**config.mk**
```make
export PLATFORM = sky130hd
export DESIGN_NAME = surf_cout_autotrain
export DESIGN_NICKNAME = d
export VERILOG_FILES = /design/src/rtl/surf_train_pkg.sv /design/src/rtl/surf_eye_tracker.sv /design/src/rtl/surf_cout_autotrain.sv
export SDC_FILE = /design/constraint.sdc
export NUM_CORES = 1
export LEC_CHECK = 0
export CAP_MARGIN = 30
export CORE_MARGIN = 2
export CORE_UTILIZATION = 55
export CTS_BUF_LIST = sky130_fd_sc_hd__clkbuf_4
export DETAILED_ROUTE_END_ITERATION = 10
export PLACE_DENSITY = 0.79
export SYNTH_ARGS = -nofsm -noshare
export SYNTH_HDL_FRONTEND = slang
export SYNTH_SLANG_ARGS = --single-unit
```
**constraint.sdc**
```tcl
create_clock -name aclk -period 3.3 [get_ports aclk]
set_clock_uncertainty 0.1 [all_clocks]
set_input_delay 0.66 -clock aclk [delete_from_list [all_inputs] [get_ports aclk]]
set_output_delay 0.66 -clock aclk [all_outputs]
set_load 0.05 [all_outputs]
```
**src/rtl/surf_train_pkg.sv**
```systemverilog
// rtl/surf_train_pkg.sv - shared types and widths for the SURF COUT training sequencer
package surf_train_pkg;

    localparam int TAP_W       = 6;
    localparam int EYE_W       = 7;
    localparam int SRST_CYCLES = 4;

    typedef enum logic [3:0] {
        ST_IDLE,
        ST_SRST,
        ST_LOAD,
        ST_SETTLE,
        ST_CAP,
        ST_WAIT,
        ST_EVAL,
        ST_PICK,
        ST_CLOAD,
        ST_CSETTLE,
        ST_SCAP,
        ST_SWAIT,
        ST_SLIP,
        ST_DONE,
        ST_FAIL
    } state_e;

    typedef enum logic [1:0] {
        FAIL_NONE   = 2'b00,
        FAIL_NOEYE  = 2'b01,
        FAIL_NOLOCK = 2'b10,
        FAIL_ABORT  = 2'b11
    } fail_code_e;

endpackage

```
**src/rtl/surf_eye_tracker.sv**
```systemverilog
// rtl/surf_eye_tracker.sv - tracks the current and longest error-free IDELAY tap window
module surf_eye_tracker
    import surf_train_pkg::*;
(
    input  logic             clk,
    input  logic             resetn,
    input  logic             clear,
    input  logic             valid,
    input  logic             good,
    input  logic [TAP_W-1:0] tap,
    output logic [TAP_W-1:0] best_start,
    output logic [EYE_W-1:0] best_len,
    output logic [TAP_W-1:0] centre
);

    logic [TAP_W-1:0] cur_start_q, cur_start_d;
    logic [EYE_W-1:0] cur_len_q, cur_len_d;
    logic [TAP_W-1:0] best_start_q, best_start_d;
    logic [EYE_W-1:0] best_len_q, best_len_d;
    logic [EYE_W-1:0] centre_full;

    // Extend the running window on a good tap; a strictly longer run replaces the best,
    // so on equal lengths the earlier window is kept.
    always_comb begin
        cur_start_d  = cur_start_q;
        cur_len_d    = cur_len_q;
        best_start_d = best_start_q;
        best_len_d   = best_len_q;
        if (clear) begin
            cur_start_d  = '0;
            cur_len_d    = '0;
            best_start_d = '0;
            best_len_d   = '0;
        end else if (valid) begin
            if (good) begin
                if (cur_len_q == '0) begin
                    cur_start_d = tap;
                end
                cur_len_d = cur_len_q + 1'b1;
                if (cur_len_d > best_len_q) begin
                    best_start_d = cur_start_d;
                    best_len_d   = cur_len_d;
                end
            end else begin
                cur_len_d = '0;
            end
        end
    end

    // Window registers.
    always_ff @(posedge clk) begin
        if (!resetn) begin
            cur_start_q  <= '0;
            cur_len_q    <= '0;
            best_start_q <= '0;
            best_len_q   <= '0;
        end else begin
            cur_start_q  <= cur_start_d;
            cur_len_q    <= cur_len_d;
            best_start_q <= best_start_d;
            best_len_q   <= best_len_d;
        end
    end

    // Centre of the best window, rounded down; the sum always fits in a tap value.
    always_comb begin
        centre_full = {1'b0, best_start_q} + ((best_len_q - 1'b1) >> 1);
        centre      = centre_full[TAP_W-1:0];
    end

    assign best_start = best_start_q;
    assign best_len   = best_len_q;

endmodule

```
**src/rtl/surf_cout_autotrain.sv**
```systemverilog
// rtl/surf_cout_autotrain.sv - IDELAY eye sweep and bitslip alignment sequencer for one COUT link
module surf_cout_autotrain
    import surf_train_pkg::*;
#(
    parameter logic [31:0] TRAIN_SEQUENCE = 32'hA55A6996,
    parameter int          SETTLE_CYCLES  = 16,
    parameter int          CAPTURE_WAIT   = 8,
    parameter int          MIN_EYE        = 4,
    parameter int          MAX_SLIPS      = 32
) (
    input  logic             aclk,
    input  logic             aresetn,
    input  logic             start_i,
    input  logic             live_i,
    output logic             iserdes_rst_o,
    output logic [TAP_W-1:0] idelay_value_o,
    output logic             idelay_load_o,
    output logic             bitslip_o,
    output logic             capture_o,
    input  logic [31:0]      data_i,
    input  logic             biterr_i,
    output logic             busy_o,
    output logic             done_o,
    output logic             fail_o,
    output logic [1:0]       fail_code_o,
    output logic [TAP_W-1:0] eye_start_o,
    output logic [EYE_W-1:0] eye_len_o
);

    localparam int CNT_W  = 16;
    localparam int SLIP_W = 8;
    localparam logic [CNT_W-1:0]  SRST_LAST   = CNT_W'(SRST_CYCLES - 1);
    localparam logic [CNT_W-1:0]  SETTLE_LAST = CNT_W'(SETTLE_CYCLES - 1);
    localparam logic [CNT_W-1:0]  SLIP_LAST   = CNT_W'(SETTLE_CYCLES);
    localparam logic [CNT_W-1:0]  WAIT_LAST   = CNT_W'(CAPTURE_WAIT - 1);
    localparam logic [SLIP_W-1:0] SLIP_MAX    = SLIP_W'(MAX_SLIPS);
    localparam logic [EYE_W-1:0]  EYE_MIN     = EYE_W'(MIN_EYE);

    state_e           state_q, state_d;
    logic [CNT_W-1:0] cnt_q, cnt_d;
    logic [TAP_W-1:0] tap_q, tap_d;
    logic [SLIP_W-1:0] slips_q, slips_d;
    logic [TAP_W-1:0] idelay_q, idelay_d;
    logic             biterr_q, biterr_d;
    fail_code_e       fail_code_q, fail_code_d;
    logic [TAP_W-1:0] eye_start_q, eye_start_d;
    logic [EYE_W-1:0] eye_len_q, eye_len_d;

    logic             busy;
    logic             trk_clear;
    logic             trk_valid;
    logic [TAP_W-1:0] trk_best_start;
    logic [EYE_W-1:0] trk_best_len;
    logic [TAP_W-1:0] trk_centre;

    surf_eye_tracker u_eye (
        .clk        (aclk),
        .resetn     (aresetn),
        .clear      (trk_clear),
        .valid      (trk_valid),
        .good       (!biterr_q),
        .tap        (tap_q),
        .best_start (trk_best_start),
        .best_len   (trk_best_len),
        .centre     (trk_centre)
    );

    // Next-state logic: sweep, pick the centre, then slip until the training word appears.
    always_comb begin
        state_d     = state_q;
        cnt_d       = cnt_q;
        tap_d       = tap_q;
        slips_d     = slips_q;
        idelay_d    = idelay_q;
        biterr_d    = biterr_q;
        fail_code_d = fail_code_q;
        eye_start_d = eye_start_q;
        eye_len_d   = eye_len_q;
        trk_clear   = 1'b0;
        trk_valid   = 1'b0;
        busy        = !(state_q inside {ST_IDLE, ST_DONE, ST_FAIL});

        if (busy && !live_i) begin
            state_d     = ST_FAIL;
            fail_code_d = FAIL_ABORT;
        end else begin
            case (state_q)
                ST_IDLE, ST_DONE, ST_FAIL: begin
                    if (start_i) begin
                        fail_code_d = FAIL_NONE;
                        tap_d       = '0;
                        slips_d     = '0;
                        cnt_d       = '0;
                        eye_start_d = '0;
                        eye_len_d   = '0;
                        trk_clear   = 1'b1;
                        state_d     = ST_SRST;
                    end
                end
                ST_SRST: begin
                    if (cnt_q == SRST_LAST) begin
                        cnt_d    = '0;
                        idelay_d = tap_q;
                        state_d  = ST_LOAD;
                    end else begin
                        cnt_d = cnt_q + 1'b1;
                    end
                end
                ST_LOAD: begin
                    cnt_d   = '0;
                    state_d = ST_SETTLE;
                end
                ST_SETTLE: begin
                    if (cnt_q == SETTLE_LAST) begin
                        cnt_d   = '0;
                        state_d = ST_CAP;
                    end else begin
                        cnt_d = cnt_q + 1'b1;
                    end
                end
                ST_CAP: begin
                    cnt_d   = '0;
                    state_d = ST_WAIT;
                end
                ST_WAIT: begin
                    if (cnt_q == WAIT_LAST) begin
                        cnt_d    = '0;
                        biterr_d = biterr_i;
                        state_d  = ST_EVAL;
                    end else begin
                        cnt_d = cnt_q + 1'b1;
                    end
                end
                ST_EVAL: begin
                    trk_valid = 1'b1;
                    if (tap_q == {TAP_W{1'b1}}) begin
                        state_d = ST_PICK;
                    end else begin
                        tap_d    = tap_q + 1'b1;
                        idelay_d = tap_q + 1'b1;
                        state_d  = ST_LOAD;
                    end
                end
                ST_PICK: begin
                    eye_start_d = trk_best_start;
                    eye_len_d   = trk_best_len;
                    if (trk_best_len < EYE_MIN) begin
                        fail_code_d = FAIL_NOEYE;
                        state_d     = ST_FAIL;
                    end else begin
                        idelay_d = trk_centre;
                        state_d  = ST_CLOAD;
                    end
                end
                ST_CLOAD: begin
                    cnt_d   = '0;
                    state_d = ST_CSETTLE;
                end
                ST_CSETTLE: begin
                    if (cnt_q == SETTLE_LAST) begin
                        cnt_d   = '0;
                        state_d = ST_SCAP;
                    end else begin
                        cnt_d = cnt_q + 1'b1;
                    end
                end
                ST_SCAP: begin
                    cnt_d   = '0;
                    state_d = ST_SWAIT;
                end
                ST_SWAIT: begin
                    if (cnt_q == WAIT_LAST) begin
                        cnt_d = '0;
                        if (data_i == TRAIN_SEQUENCE) begin
                            state_d = ST_DONE;
                        end else if (slips_q == SLIP_MAX) begin
                            fail_code_d = FAIL_NOLOCK;
                            state_d     = ST_FAIL;
                        end else begin
                            state_d = ST_SLIP;
                        end
                    end else begin
                        cnt_d = cnt_q + 1'b1;
                    end
                end
                ST_SLIP: begin
                    // First cycle carries the bitslip strobe, the rest let the ISERDES settle.
                    if (cnt_q == '0) begin
                        slips_d = slips_q + 1'b1;
                    end
                    if (cnt_q == SLIP_LAST) begin
                        cnt_d   = '0;
                        state_d = ST_SCAP;
                    end else begin
                        cnt_d = cnt_q + 1'b1;
                    end
                end
                default: state_d = ST_IDLE;
            endcase
        end
    end

    // State and datapath registers.
    always_ff @(posedge aclk) begin
        if (!aresetn) begin
            state_q     <= ST_IDLE;
            cnt_q       <= '0;
            tap_q       <= '0;
            slips_q     <= '0;
            idelay_q    <= '0;
            biterr_q    <= 1'b0;
            fail_code_q <= FAIL_NONE;
            eye_start_q <= '0;
            eye_len_q   <= '0;
        end else begin
            state_q     <= state_d;
            cnt_q       <= cnt_d;
            tap_q       <= tap_d;
            slips_q     <= slips_d;
            idelay_q    <= idelay_d;
            biterr_q    <= biterr_d;
            fail_code_q <= fail_code_d;
            eye_start_q <= eye_start_d;
            eye_len_q   <= eye_len_d;
        end
    end

    // Outputs decoded from state; strobes are gated by live_i so an abort cycle emits none.
    always_comb begin
        iserdes_rst_o  = state_q inside {ST_IDLE, ST_SRST, ST_FAIL};
        idelay_load_o  = live_i && (state_q inside {ST_LOAD, ST_CLOAD});
        capture_o      = live_i && (state_q inside {ST_CAP, ST_SCAP});
        bitslip_o      = live_i && (state_q == ST_SLIP) && (cnt_q == '0);
        busy_o         = busy;
        done_o         = (state_q == ST_DONE);
        fail_o         = (state_q == ST_FAIL);
        fail_code_o    = fail_code_q;
        idelay_value_o = idelay_q;
        eye_start_o    = eye_start_q;
        eye_len_o      = eye_len_q;
    end

endmodule
```
# Yosys cells after proc, flatten, opt, wreduce, memory -nomap -nowiden
# Cells that the tools add are included.
dict set report totals {
  register_bits 82
  latch_bits 0
  ramBits 0
  romBits 0
  input_bits 37
  out_inout_bits 28
  word_cells 148
  n_memories 0
}
dict set report op_classes {
  n_addsub 6
  multipliers 0
  div 0
  n_lt_le_gt_ge 2
  n_eq_ne 41
  shifts 0
  n_mux 45
  bitwise 3
  n_reduce_logical 37
}
# op n
set ops {}
lappend ops {{$pmux W16 S6} 1}
lappend ops {{$mux W16} 5}
lappend ops {{$pmux W4 S13} 1}
lappend ops {{$eq A32 B32 Y1 const B} 1}
lappend ops {{$mux W4} 8}
lappend ops {{$mux W6} 5}
lappend ops {{$ne A3 B3 Y1 const B} 10}
lappend ops {{$eq A4 B4 Y1 const B} 7}
lappend ops {{$pmux W6 S2} 2}
lappend ops {{$ne A2 B2 Y1 const B} 9}
lappend ops {{$pmux W6 S3} 1}
lappend ops {{$add A16 B1 Y16 const B} 1}
lappend ops {{$eq A16 B2 Y1 const B} 1}
lappend ops {{$eq A16 B3 Y1 const B} 1}
lappend ops {{$eq A16 B4 Y1 const B} 1}
lappend ops {{$eq A16 B5 Y1 const B} 1}
lappend ops {{$eq A4 B3 Y1 const B} 4}
lappend ops {{$logic_not A16 Y1} 1}
lappend ops {{$mux W2} 8}
lappend ops {{$mux W8} 2}
lappend ops {{$pmux W8 S2} 1}
lappend ops {{$mux W7} 2}
lappend ops {{$pmux W7 S2} 1}
lappend ops {{$reduce_and A7 Y1} 2}
lappend ops {{32 further kinds} 58}

# Logic depth before layout (Yosys ltp)
# Gate-level depths: netlist of the first run.
dict set report depth {
  depth_word 6
  ltp_mapped 12
  depth_no_buf 12
}

# By module
# A second synthesis of the first run with hierarchy kept.
dict set report unflattened {
  cells_unflattened 626
  area_unflattened_um2 5202.5
}
# module n_inst cells_each area_per_inst_um2 seq_area_each_um2
set modules_own_cells {}
lappend modules_own_cells {surf_cout_autotrain 1 432 3480.8 1121.1}
lappend modules_own_cells {surf_eye_tracker 1 194 1721.7 520.5}

# Least setup slack after synthesis of the first run
# Ideal clock, no wire load.
dict set report synth_timing {
  kind {input-to-output}
  start {input live_i}
  end {output idelay_load_o}
  arrival_time_ns 2.070
  required_time_ns 2.540
  setup_slack_ns 0.470
  path_stages 3
  path_buffers 1
  path_cell_list {clkbuf_1 nand2_1 nor3_1}
}
dict set report synth_via {
  elab_chain_len 1
}
# item line
set synth_rtl {}
lappend synth_rtl {{start, declared} surf_cout_autotrain.sv:14} ;# input logic live_i,
lappend synth_rtl {{$logic_and A1 B1 Y1} surf_cout_autotrain.sv:231} ;# idelay_load_o = live_i && (state_q inside {ST_LOAD, ST_CLOAD});
lappend synth_rtl {{end, declared} surf_cout_autotrain.sv:17} ;# output logic idelay_load_o,
# No other way between the ends.

# Worst setup path in the final report of the first run
dict set report layout_timing {
  start {register cnt_q[12]}
  end {output bitslip_o}
}
dict set report layout_via {
  elab_chain_len 2
}
# item line
set layout_rtl {}
lappend layout_rtl {{start, declared} surf_cout_autotrain.sv:40} ;# logic [CNT_W-1:0] cnt_q, cnt_d;
lappend layout_rtl {{start signal, assigned} surf_cout_autotrain.sv:217} ;# cnt_q <= cnt_d;
lappend layout_rtl {{$logic_not A16 Y1} surf_cout_autotrain.sv:233} ;# bitslip_o = live_i && (state_q == ST_SLIP) && (cnt_q == '0);
lappend layout_rtl {{$logic_and A1 B1 Y1} surf_cout_autotrain.sv:233}
lappend layout_rtl {{end, declared} surf_cout_autotrain.sv:18} ;# output logic bitslip_o,
# No other way between the ends.

==> results of run 1 <==
==> metrics by stage <==
stage / setup WS, ps / area [sq um] / utilization, % / power (mW)
2_1_floorplan: 470 / 5110 / - / 2.55
3_3_place_gp: 461 / 5800 / 63.6 / 2.88
3_5_place_dp: 411 / 5800 / 63.6 / 2.92
4_1_cts: 29.1 / 5960 / 65.4 / 3.59
5_1_grt: 29.1 / 5960 / 65.4 / 3.81
6_report: 218 / 5960 / 65.4 / 3.60
==> power by group through the flow <==
stage | logic, mW | clock network (mW) | registers, mW
floorplan | 1.39 | 0 | 1.16
global placement | 1.69 | 0 | 1.19
detailed placement | 1.73 | 0 | 1.19
CTS | 1.73 | 0.684 | 1.17
global route | 1.90 | 0.728 | 1.19
finish | 1.75 | 0.677 | 1.18
==> critical path: stages, from the launching register on <==
cell,delay (ps)
dfxtp_1,380
nor3_1,500
nand4_1,300
nor3_1,500
buf_12,200
==> synth_stat cells (7+ instances only) <==
library cell,number
buf_2,10
nand3_1,25
xor2_1,13
nor2b_1,8
ha_1,20
o21ai_0,19
nor4bb_1,12
xnor2_1,22
nor3b_1,7
dfxtp_1,82
nor3_1,21
nand2_1,31
nand4_1,17
mux2i_1,24
nor2_1,86
inv_1,23
a22oi_1,17
nand3b_1,7
and3_1,7
a211oi_1,9
clkbuf_1,18
a21oi_1,31
==> flip-flops by register name, summed over array words and instances, names as in the netlist <==
| signal | cells |
|---|---|
| cnt_q | 16 |
| slips_q | 8 |
| eye_len_o | 7 |
| u_eye.best_len | 7 |
| u_eye.cur_len_q | 7 |
| eye_start_o | 6 |
| idelay_value_o | 6 |
| tap_q | 6 |
| u_eye.best_start | 6 |
| u_eye.cur_start_q | 6 |
| state_q | 4 |
| fail_code_o | 2 |
| biterr_q | 1 |
==> final timing paths <==
path	depth (start not counted)	from	endpoint	slack [ps]
max	4	cnt_q[12]	bitslip_o	220
min	2	slips_q[1]	slips_q[1]	400
max reg2reg	7	cnt_q[0]	cnt_q[15]	560
min reg2reg	2	slips_q[1]	slips_q[1]	400
==> metal layers <==
layer  track usage (%)  share of wire (%)  routed length [um]  up-vias
li1                  -                  -                   -     2294
met1              35.7                 45                5810     2261
met2              44.2                 48                6280      148
met3              4.25                5.3                 689       23
met4              7.17                1.6                 206        0
met5                 0                  0                   0        -
==> cell type report <==
cell class              instances  area share [%]
clock buffers                   9            1.13
clock inverters                 7            1.57
inverters                      24            1.51
multi-input cells             462            52.8
flip-flops and latches         82            27.6
well taps                     111            2.33
repair buffers                 79            13.1
==> layout by cell type, fill, tap and decap left out, types with 4 or more instances in the layout <==
cell             count
inv_1               23
xor2_1              13
clkdlybuf4s50_1     60
o221a_2              4
ha_1                20
a21oi_1             31
a21o_1               4
a22oi_1             17
nor3b_1              7
nand3_1             25
o21a_1               5
clkbuf_4             9
nand2b_1             5
nand4b_1             4
nand3b_1             7
dfxtp_1             80
xnor2_1             22
and2_1               5
nor4_1               4
nor2b_1              8
buf_4               16
nand4_1             17
and3_1               7
nand2_1             31
nor3_1              21
nor2_1              86
o21ai_0             19
a211oi_1             9
mux2i_1             24
nor4bb_1            12
==> what timing repair did <==
item                                    in CTS  in global routing
resized for setup                            0                  2
endpoints found under the setup margin       0                  4
hold buffers                                 0                  0
setup buffers                                0                  0
==> cells by family after synthesis <==
family                     Yosys count  share of synthesized area, %
xor gates and xnor gates            35                          6.00
muxes                               27                          5.44
and+or+nand+nor                    257                          28.2
DFF                                 82                          32.1
buffers and inverters               66                          6.37
AOI/OAI and AO/OA                  122                          16.5
adders and majority gates           21                          5.29
==> impl_summary.md, run 1 <==
Clock network
TritonCTS built the clock tree. Buffers inserted during clock tree synthesis total 9. The tree built by TritonCTS fans out to 82 sinks. The clock tree root driver cell is clkbuf_4. Clock-pin slew was measured on the worst setup and hold paths at 130 ps.

The maximum buffer depth of the clock tree is 2. CTS built an H-tree with a depth of 3. The insertion delay of the later-clocked pin in the worst-skew pair is 440 ps.

STA
At the pin with the least slew margin, the transition time is 660 ps. Setup violations remaining at the end of the flow were counted as 0. The achievable frequency is 324 MHz.

The worst path in the final design needs a cycle of 3080 ps, including I/O delays and setup. Of the available clock period, the critical path in the final layout requires between 90% and 100%. The worst pin sits at a relative slew slack of a little under three fifths. Summed over all failing endpoints, the final setup total negative slack is 0 ps. The final count of pins violating max slew came to 0. Hold timing on the final database bottoms out at a slack of 399 ps. Setup repair after global routing left no endpoint under its margin. The total count of hold-check failures in the final report is 0.

Finish
The multi-input combinational cells in the finished layout cover a total of 3150 sq um. The post-route netlist has 9.35% of its cells at a drive strength greater than 1. The count of cells in the finished layout, fillers not included, comes to between 700 and 800. The diode insertion count for antenna repair is 0. The area added between synthesis and finish is 16.7%. The net count of the finished layout is 716.

The layout has 765 filler cells. In the final layout, flip-flops and latches occupy 1640 sq um.

Synth
The fraction of post-synthesis cell area in the top cell type by area is 32.1%. For this run, the number of Yosys warnings is 0. Synthesis produced a netlist whose cell count is 610. dfxtp_1 takes more of the synthesized area than any other cell. The cell area that synthesis handed to floorplanning was 5110 sq um. Sorting the synthesized cells by area gives the leading types as dfxtp_1 (32%), nor2_1 (6.3%), ha_1 (4.9%), mux2i_1 (4.7%), xnor2_1 (3.8%). The number of flip-flops and latches in the synthesized netlist is 82. The flip-flop cell with the highest count after synthesis is dfxtp_1. Averaged over all synthesized cells, the footprint is about 8.4 sq um. The number of flops mapped to enable cells by yosys is 0. The unique cell type count in the Yosys netlist is 70.

When the netlist entered floorplanning its net count stood at 668. Summing the sequential cell areas from Yosys gives 32.1% of the chip area. The fraction of registers with async set/reset is 0%.

Worst setup path
The critical path launch point type is a register. STA classifies the critical path endpoint as a primary output. Of all nets on the critical path, the largest fanout is 5.

Data arrives at the worst endpoint at 2320 ps. The required time at the worst-slack endpoint is roughly 2500 ps. The setup path with the least slack is of type register to primary output.

Run status
The flow ran to the end, and the final reports show no timing, DRC or antenna violations.

Die
The top-level port count is between 60 and 70. The core box area is 9110 sq um. From bottom edge to top edge, the die measures 100 um. The floorplan step defined a die boundary enclosing 10,100 sq um. The floorplan has 35 rows. The die outline width is ~100 um. Once the floorplan was initialized, standard cells occupied 56.1% of the core.

Place
The count of buffers added on input and output ports is 64. Once detailed placement completed, the half-perimeter wirelength came to 9700 um. The routability congestion estimate from global placement is between 0.9 and 1. The cell count after placement is 758.

Global routing
The initial antenna violation count came to 0. The via count of the first global-routing pass is 4,474. The total congestion overflow is 0.

In the global route stage, overall resource usage came out at between 20% and 30%. Entering global routing, the biggest net connects 28 pins. The first global-routing pass estimated 21,500 um of wire.

Drt
After the first detailed-routing iteration, the DRC count stood at 297. After detailed routing, the number of remaining DRC violations is 0. The length of the first detailed-routing pass in iterations is 5.

The routed design has 13,000 um of wire. The via density per instance is 6.11. The number of antenna-violating nets in the routed design is 0. The routed layout has 4,726 vias. After detailed routing, the average wire length per cell comes to 16.8 um.

Pwr
Of the total power, the clock network draws around a fifth. The worst-case IR drop observed on VDD is around 0.47 mV. Cell internal power was estimated by the tool at 2.03 mW. The leakage power of the design is approximately 2.1 nW.

In this run, flip-flops and latches consume 32.6% of the power. In this run, the combinational gates consume 48.6% of the power. Net switching is 43.6% of the power. The analysis attributes to net switching a power of 1.57 mW. The power per standard cell area is 605 nW/um^2.

Flow run
Across the run, the number of max-cap violations was 0.

Worst hold path
The class of the worst hold path is register to register.
Power figures use the tool's default switching activity.
==> run 2: changes to the inputs <==
HOLD_SLACK_MARGIN = 0.08   (was default)
clock period = 3.95 ns   (was 3.3 ns; I/O delays follow)
==> run 2 against run 1 <==
Net effect: first-iteration DRC count rose by 18%; die area did not move; clock-buffer cell count did not move; utilization fell by 1.0 points; routed wire length fell by 4.2%; final cell count fell by 0.90%; sequential cell count did not move; global-route usage fell by 0.70 points; power fell by 19%; sequential share of layout area rose by 0.39 points; critical endpoint is now busy_o; highest routed layer unchanged.
==> impl_summary.md, run 2 (synthesis results as in run 1) <==
Worst setup path
Walking the worst path, the cells encountered are nor2_1 -> a32o_2 -> inv_1 -> clkdlybuf4s50_1. Among all stages on the critical path, the largest delay is contributed by dfxtp_1. The number of buffers and inverters on the critical path is 2 (+1). The critical setup path kind is register to primary output. The largest driver fanout on the critical path is 28 (+23). The depth of the worst register-to-register path is 6 (-1). The nature of the critical path endpoint is a primary output.

The cell type group with the largest total delay on the critical path is buffers and inverters. The stage delay of the slowest cell on the critical path came to 940 ps (+440 ps). The endpoint identified for the worst register-to-register timing path is slips_q[4]. The launch instance of the worst register-to-register path is state_q[3].

The critical path launch point type is a register. The arrival time at the worst endpoint came to 2830 ps (+510 ps). The worst-case register-to-register setup slack is 960 ps (+400 ps). The required time at the worst-slack endpoint came to 3060 ps (+520 ps).

Die
The die outline area is 10,100 sq um (unchanged). The die extent in y came to 100 um (unchanged). The starting density of the core is 56.1% (unchanged).

The number of placement rows was 35 (unchanged). The top-level port count is 65 (unchanged). The die outline width was 100 um (unchanged). The core box area was 9110 sq um (unchanged).

Global routing
The total congestion overflow came to 0 (unchanged). The total routing usage reported by global routing is 25.8% (-0.70 points). The wire length of the first global-routing pass came to 21,100 um (-1.9%).

The via count of the first global-routing pass is 4,462 (-0.27%). The initial antenna violation count was 0 (unchanged). The pin count of the biggest net entering global routing is 35 (+25%).

STA
The max-slew headroom at the worst pin is 39.5% (-16 points). The setup TNS is 0 ps (unchanged). The transition time of the tightest slew-check pin is 907 ps (+247 ps). Setup repair after global routing left no endpoint under its margin. The total count of hold-check failures in the final report is 0 (unchanged).

The final worst-path setup slack is 230 ps (+12.7 ps). The achievable frequency is 269 MHz. The final critical-path share of the clock period is 94.2%. The number of setup violations in the final report is 0 (unchanged). The worst hold slack across all endpoints is 394 ps (-5.59 ps). The final count of pins violating max slew came to 0 (unchanged).

The routed design could run at a clock period as short as 3720 ps.

Clock network
The post-CTS resize count is 0 (unchanged). The post-CTS clock slew at the launch and capture registers of the worst setup and hold paths was 140 ps (about the same). The number of buffers inserted by post-CTS setup repair is 0 (unchanged).

The insertion delay of the later-clocked pin in the worst-skew pair was 440 ps (about the same). The tree is rooted in a clkbuf_4. The count of H-tree levels built during CTS was 3 (unchanged). The clock tree from TritonCTS is done. The number of buffers created by CTS came to 9 (unchanged). The number of sinks on the clock net was 82 (unchanged).

The maximum buffer depth of the clock tree was 2 (unchanged). The hold buffer count at cts is 0 (unchanged).

Finish
The register with the most flip-flops is cnt_q. The most common cell after layout, fill and taps aside is nor2_1. The number of flip-flops in the largest register is 16 (unchanged). The fraction of layout cells with a size suffix above 1 came to 7.77% (-1.6 points). The number of non-filler instances in the completed layout is 767 (-0.90%). The fill cell instance count of the final layout is 837 (+9.4%). The diode insertion count for antenna repair is 0 (unchanged). The area added between synthesis and finish is 14.9%.

The net count of the finished layout is 709 (-0.98%). Leaving out fill and tap cells, the most frequent cells in the layout are nor2_1 (86), dfxtp_1 (82), clkdlybuf4s50_1 (62). In the final layout, the registers with the most flip-flops are cnt_q: 16 flops, slips_q: 8 flops.

The area of all placed cells without fillers is 5870 sq um (-1.6%).

Flow run
The max capacitance violation total is 0 (unchanged).

Drt
The starting DRC count in detailed routing is 351 (+18%). The length of the first detailed-routing pass in iterations came to 5 (unchanged). The total vias in the final route is 4,627 (-2.1%). The aggregate routed wire length is 12,500 um (-4.2%). The via density per instance is 6.03 (-1.2%). The number of antenna-violating nets in the routed design is 0 (unchanged).

The number of remaining DRC errors was 0 (unchanged). The average detailed-routed wire length per instance is 16.2 um (-3.3%).

Place
The final HPWL from detailed placement is 9400 um (-3.1%). The post-placement worst setup slack is 763 ps (+352 ps). The routability congestion estimate from global placement was 0.911 (+0.60%).

The standard cell area after detailed placement is 5720 sq um (-1.3%). The cell count after placement came to 751 (-0.92%). The count of buffers inserted at the top-level ports is 64 (unchanged).

Pwr
The leakage power of the design came to 2.05 nW (-2.8%). The power per standard cell area is 497 nW/um^2 (-18%). The largest voltage drop on the vdd net is 0.409 mV (-14%).

Worst hold path
The class of the worst hold path is register to register. The number of cells on the worst hold path is 2 (unchanged). The worst hold path endpoint is cnt_q[1]. The startpoint of the tightest hold check path is cnt_q[1].

Run status
The run finished with clean final reports.
==> run 2: tightest hold or removal path: cells and delay by family (launching register included) <==
kind | cells | cell delay, ps
compound gates | 1 | 50
flops | 1 | 350
simple gates | 1 | 60
==> run 2: metal layers <==
metal / GRT usage (%) / vias up / share of wire [%]
met5: 0 / - / 0
met4: 6.74 / 0 / 1.1
met3: 4.39 / 21 / 5.5
met2: 43.4 / 135 / 49
met1: 34.5 / 2186 / 44
li1: - / 2285 / -
==> run 2: through the flow <==
| stage | util [%] | total power [mW] |
|---|---|---|
| after floorplan | - | 2.13 |
| after global placement | 62.8 | 2.36 |
| after detailed placement | 62.8 | 2.40 |
| after CTS | 64.4 | 2.91 |
| after global routing | 64.4 | 3.10 |
| final | 64.4 | 2.92 |
==> run 2: area by class of cell <==
| class | count | area [sq um] | share of cell area [%] |
|---|---|---|---|
| clock inverter | 7 | 76.3 | 1.30 |
| multi-input combinational | 462 | 3150 | 53.6 |
| clock buffer | 9 | 67.6 | 1.15 |
| sequential | 82 | 1640 | 28.0 |
| inverter | 24 | 90.1 | 1.54 |
| tap | 111 | 139 | 2.37 |
| timing repair buffer | 72 | 708 | 12.1 |
==> run 2: how the worst max path moves through the flow <==
| stage | from | end | cells after the start |
|---|---|---|---|
| global placement | live_i | capture_o | 4 |
| finish | state_q[3] | busy_o | 4 |
| global route | state_q[3] | bitslip_o | 4 |
| CTS | state_q[3] | busy_o | 4 |
| detailed placement | live_i | capture_o | 4 |
| floorplan | live_i | idelay_load_o | 3 |
==> run 2: where the power goes <==
group / internal [mW] / switching (mW)
Combinational: 0.530 / 0.860
Sequential: 0.879 / 0.134
Clock: 0.197 / 0.317
==> run 3: changes to the inputs <==
GPL_ROUTABILITY_DRIVEN = 0   (was default)
==> run 3 against run 2 <==
Net effect: clock-buffer cell count did not move; fmax rose by 3.0%; highest routed layer unchanged; clock power fell by 19%; register-to-register slack better by 170 ps.
==> impl_summary.md, run 3 (synthesis results as in run 1) <==
Drt
The total vias in the final route is 4,631 (+0.086%). The number of antenna-violating nets in the routed design came to 0 (unchanged). The average detailed-routed wire length per instance is 16.3 um (+0.28%).

The length of the first detailed-routing pass in iterations is 5 (unchanged). The starting DRC count in detailed routing is 390 (+11%). The via density per instance is 6.03 (about the same). The aggregate routed wire length is 12,500 um (+0.41%).

The number of remaining DRC errors is 0 (unchanged).

Die
The core box area is 9110 sq um (unchanged). The top-level port count came to 65 (unchanged). The starting density of the core is 56.1% (unchanged). The number of placement rows is 35 (unchanged). The die outline area was 10,100 sq um (unchanged). The die extent in y was 100 um (unchanged).

The die outline width is 100 um (unchanged).

Place
The cell count after placement is 753 (+0.27%). The post-placement worst setup slack came to 799 ps (+36.4 ps). The count of buffers inserted at the top-level ports is 64 (unchanged).

The standard cell area after detailed placement is 5740 sq um (+0.26%). The final HPWL from detailed placement is 9330 um (-0.79%).

Worst setup path
The standard cell with the maximum stage delay on the critical path is clkdlybuf4s50_1. The critical path goes through xor2_1 -> a32o_2 -> inv_1 -> clkdlybuf4s50_1. The cell type group with the largest total delay on the critical path is buffers and inverters.

The critical path launch point type is a register. The critical setup path kind is register to primary output. The required time at the worst-slack endpoint is 3060 ps (about the same). The stage delay of the slowest cell on the critical path is 840 ps (-100 ps).

The number of buffers and inverters on the critical path is 2 (unchanged). The largest driver fanout on the critical path is 18 (-36%). The nature of the critical path endpoint is a primary output. The arrival time at the worst endpoint is 2720 ps (-110 ps).

Finish
The number of flip-flops in the largest register is 16 (unchanged). Counting flops per register, the top entry is cnt_q. The diode insertion count for antenna repair came to 0 (unchanged).

The area growth from synthesis to layout is 14.4%. In the layout the commonest cells are nor2_1 (86), dfxtp_1 (82), clkdlybuf4s50_1 (62). The fill cell instance count of the final layout is 778 (-7.0%).

The largest registers in the layout are cnt_q: 16 flops, slips_q: 8 flops. The final core utilization is 64.1% (-0.30 points). The fraction of layout cells with a size suffix above 1 is 7.76% (-0.012 points). The most common cell after layout, fill and taps aside is nor2_1.

The number of non-filler instances in the completed layout is 768 (+0.13%). The area of all placed cells without fillers is 5840 sq um (-0.47%). The net count of the finished layout is 711 (+0.28%).

Clock network
The post-CTS resize count was 0 (unchanged). The number of buffers inserted by post-CTS setup repair was 0 (unchanged). The clock tree from TritonCTS is done. The maximum buffer depth of the clock tree is 2 (unchanged).

In this run the clock root is driven by a clkbuf_4. The insertion delay of the later-clocked pin in the worst-skew pair is 450 ps (about the same). The count of H-tree levels built during CTS is 3 (unchanged). The post-CTS clock slew at the launch and capture registers of the worst setup and hold paths is 120 ps (-20 ps). The hold buffer count at cts is 0 (unchanged).

The number of buffers created by CTS is 9 (unchanged). The number of sinks on the clock net is 82 (unchanged).

STA
The shortest period the worst path allows was 3610 ps (-109 ps). The number of setup violations in the final report is 0 (unchanged). The final worst-path setup slack came to 340 ps (+109 ps). The total count of hold-check failures in the final report was 0 (unchanged).

The worst hold slack across all endpoints is 405 ps (+11.9 ps). The setup TNS is 0 ps (unchanged). The achievable frequency came to 277 MHz (+3.0%). The max-slew headroom at the worst pin was 52.6% (+13 points).

The transition time of the tightest slew-check pin came to 704 ps (-203 ps). Setup repair after global routing left no endpoint under its margin. The final count of pins violating max slew is 0 (unchanged). The final critical-path share of the clock period is 91.4% (-2.8 points).

Global routing
The via count of the first global-routing pass came to 4,324 (-3.1%). The wire length of the first global-routing pass is 20,900 um (-1.0%). The met1 track demand over resource is 34.7% (+0.23 points).

The initial antenna violation count came to 0 (unchanged). The total routing usage reported by global routing is 25.7% (-0.17 points). The met3 layer usage reported by global route is 4.87% (+0.49 points).

The total congestion overflow was 0 (unchanged). The global routing met2 resource utilization is 41.8% (-1.6 points). The pin count of the biggest net entering global routing is 35 (unchanged). The global routing stage identified its most utilized layer as met2.

Pwr
The power per standard cell area is 483 nW/um^2 (-2.9%). The overall power consumption came to 2.82 mW (-3.4%). The largest voltage drop on the vdd net is 0.306 mV (-25%).

The leakage power of the design is 2.05 nW (about the same).

Worst hold path
The class of the worst hold path is register to register.

Flow run
The max capacitance violation total is 0 (unchanged).

Run status
The flow ran to the end, and the final reports show no timing, DRC or antenna violations.
-- run 3: worst paths after layout --
kind	to	slack, ps	depth (start not counted)	from
max	busy_o	340	4	state_q[0]
min reg2reg	slips_q[1]	410	2	slips_q[1]
min	slips_q[1]	410	2	slips_q[1]
max reg2reg	idelay_value_o[3]	1130	7	state_q[0]
-- run 3: cell type report --
class	count	area (sq um)	area share [%]
clock buffers	9	67.6	1.16
flip-flops and latches	82	1640	28.1
well taps	111	139	2.38
multi-input cells	462	3150	53.9
clock inverters	6	33.8	0.578
inverters	24	90.1	1.54
repair buffers	74	723	12.4
-- run 3: metal layers --
layer	part of all wire [%]	up-vias
met3	4.3	17
met5	0	-
met1	45	2214
li1	-	2276
met4	1.2	0
met2	49	124
-- run 3: power by group --
part,switching (mW),internal [mW]
Clock,0.294,0.122
Sequential,0.115,0.879
Combinational,0.873,0.536
Total,1.28,1.54
-- run 3: worst register-to-register path, delay by kind of cell, from the launching register on --
kind / cells / cell delay [ps]
and+or+nand+nor: 4 / 870
DFF: 1 / 760
AOI/OAI and AO/OA: 2 / 690
buffers and inverters: 1 / 310
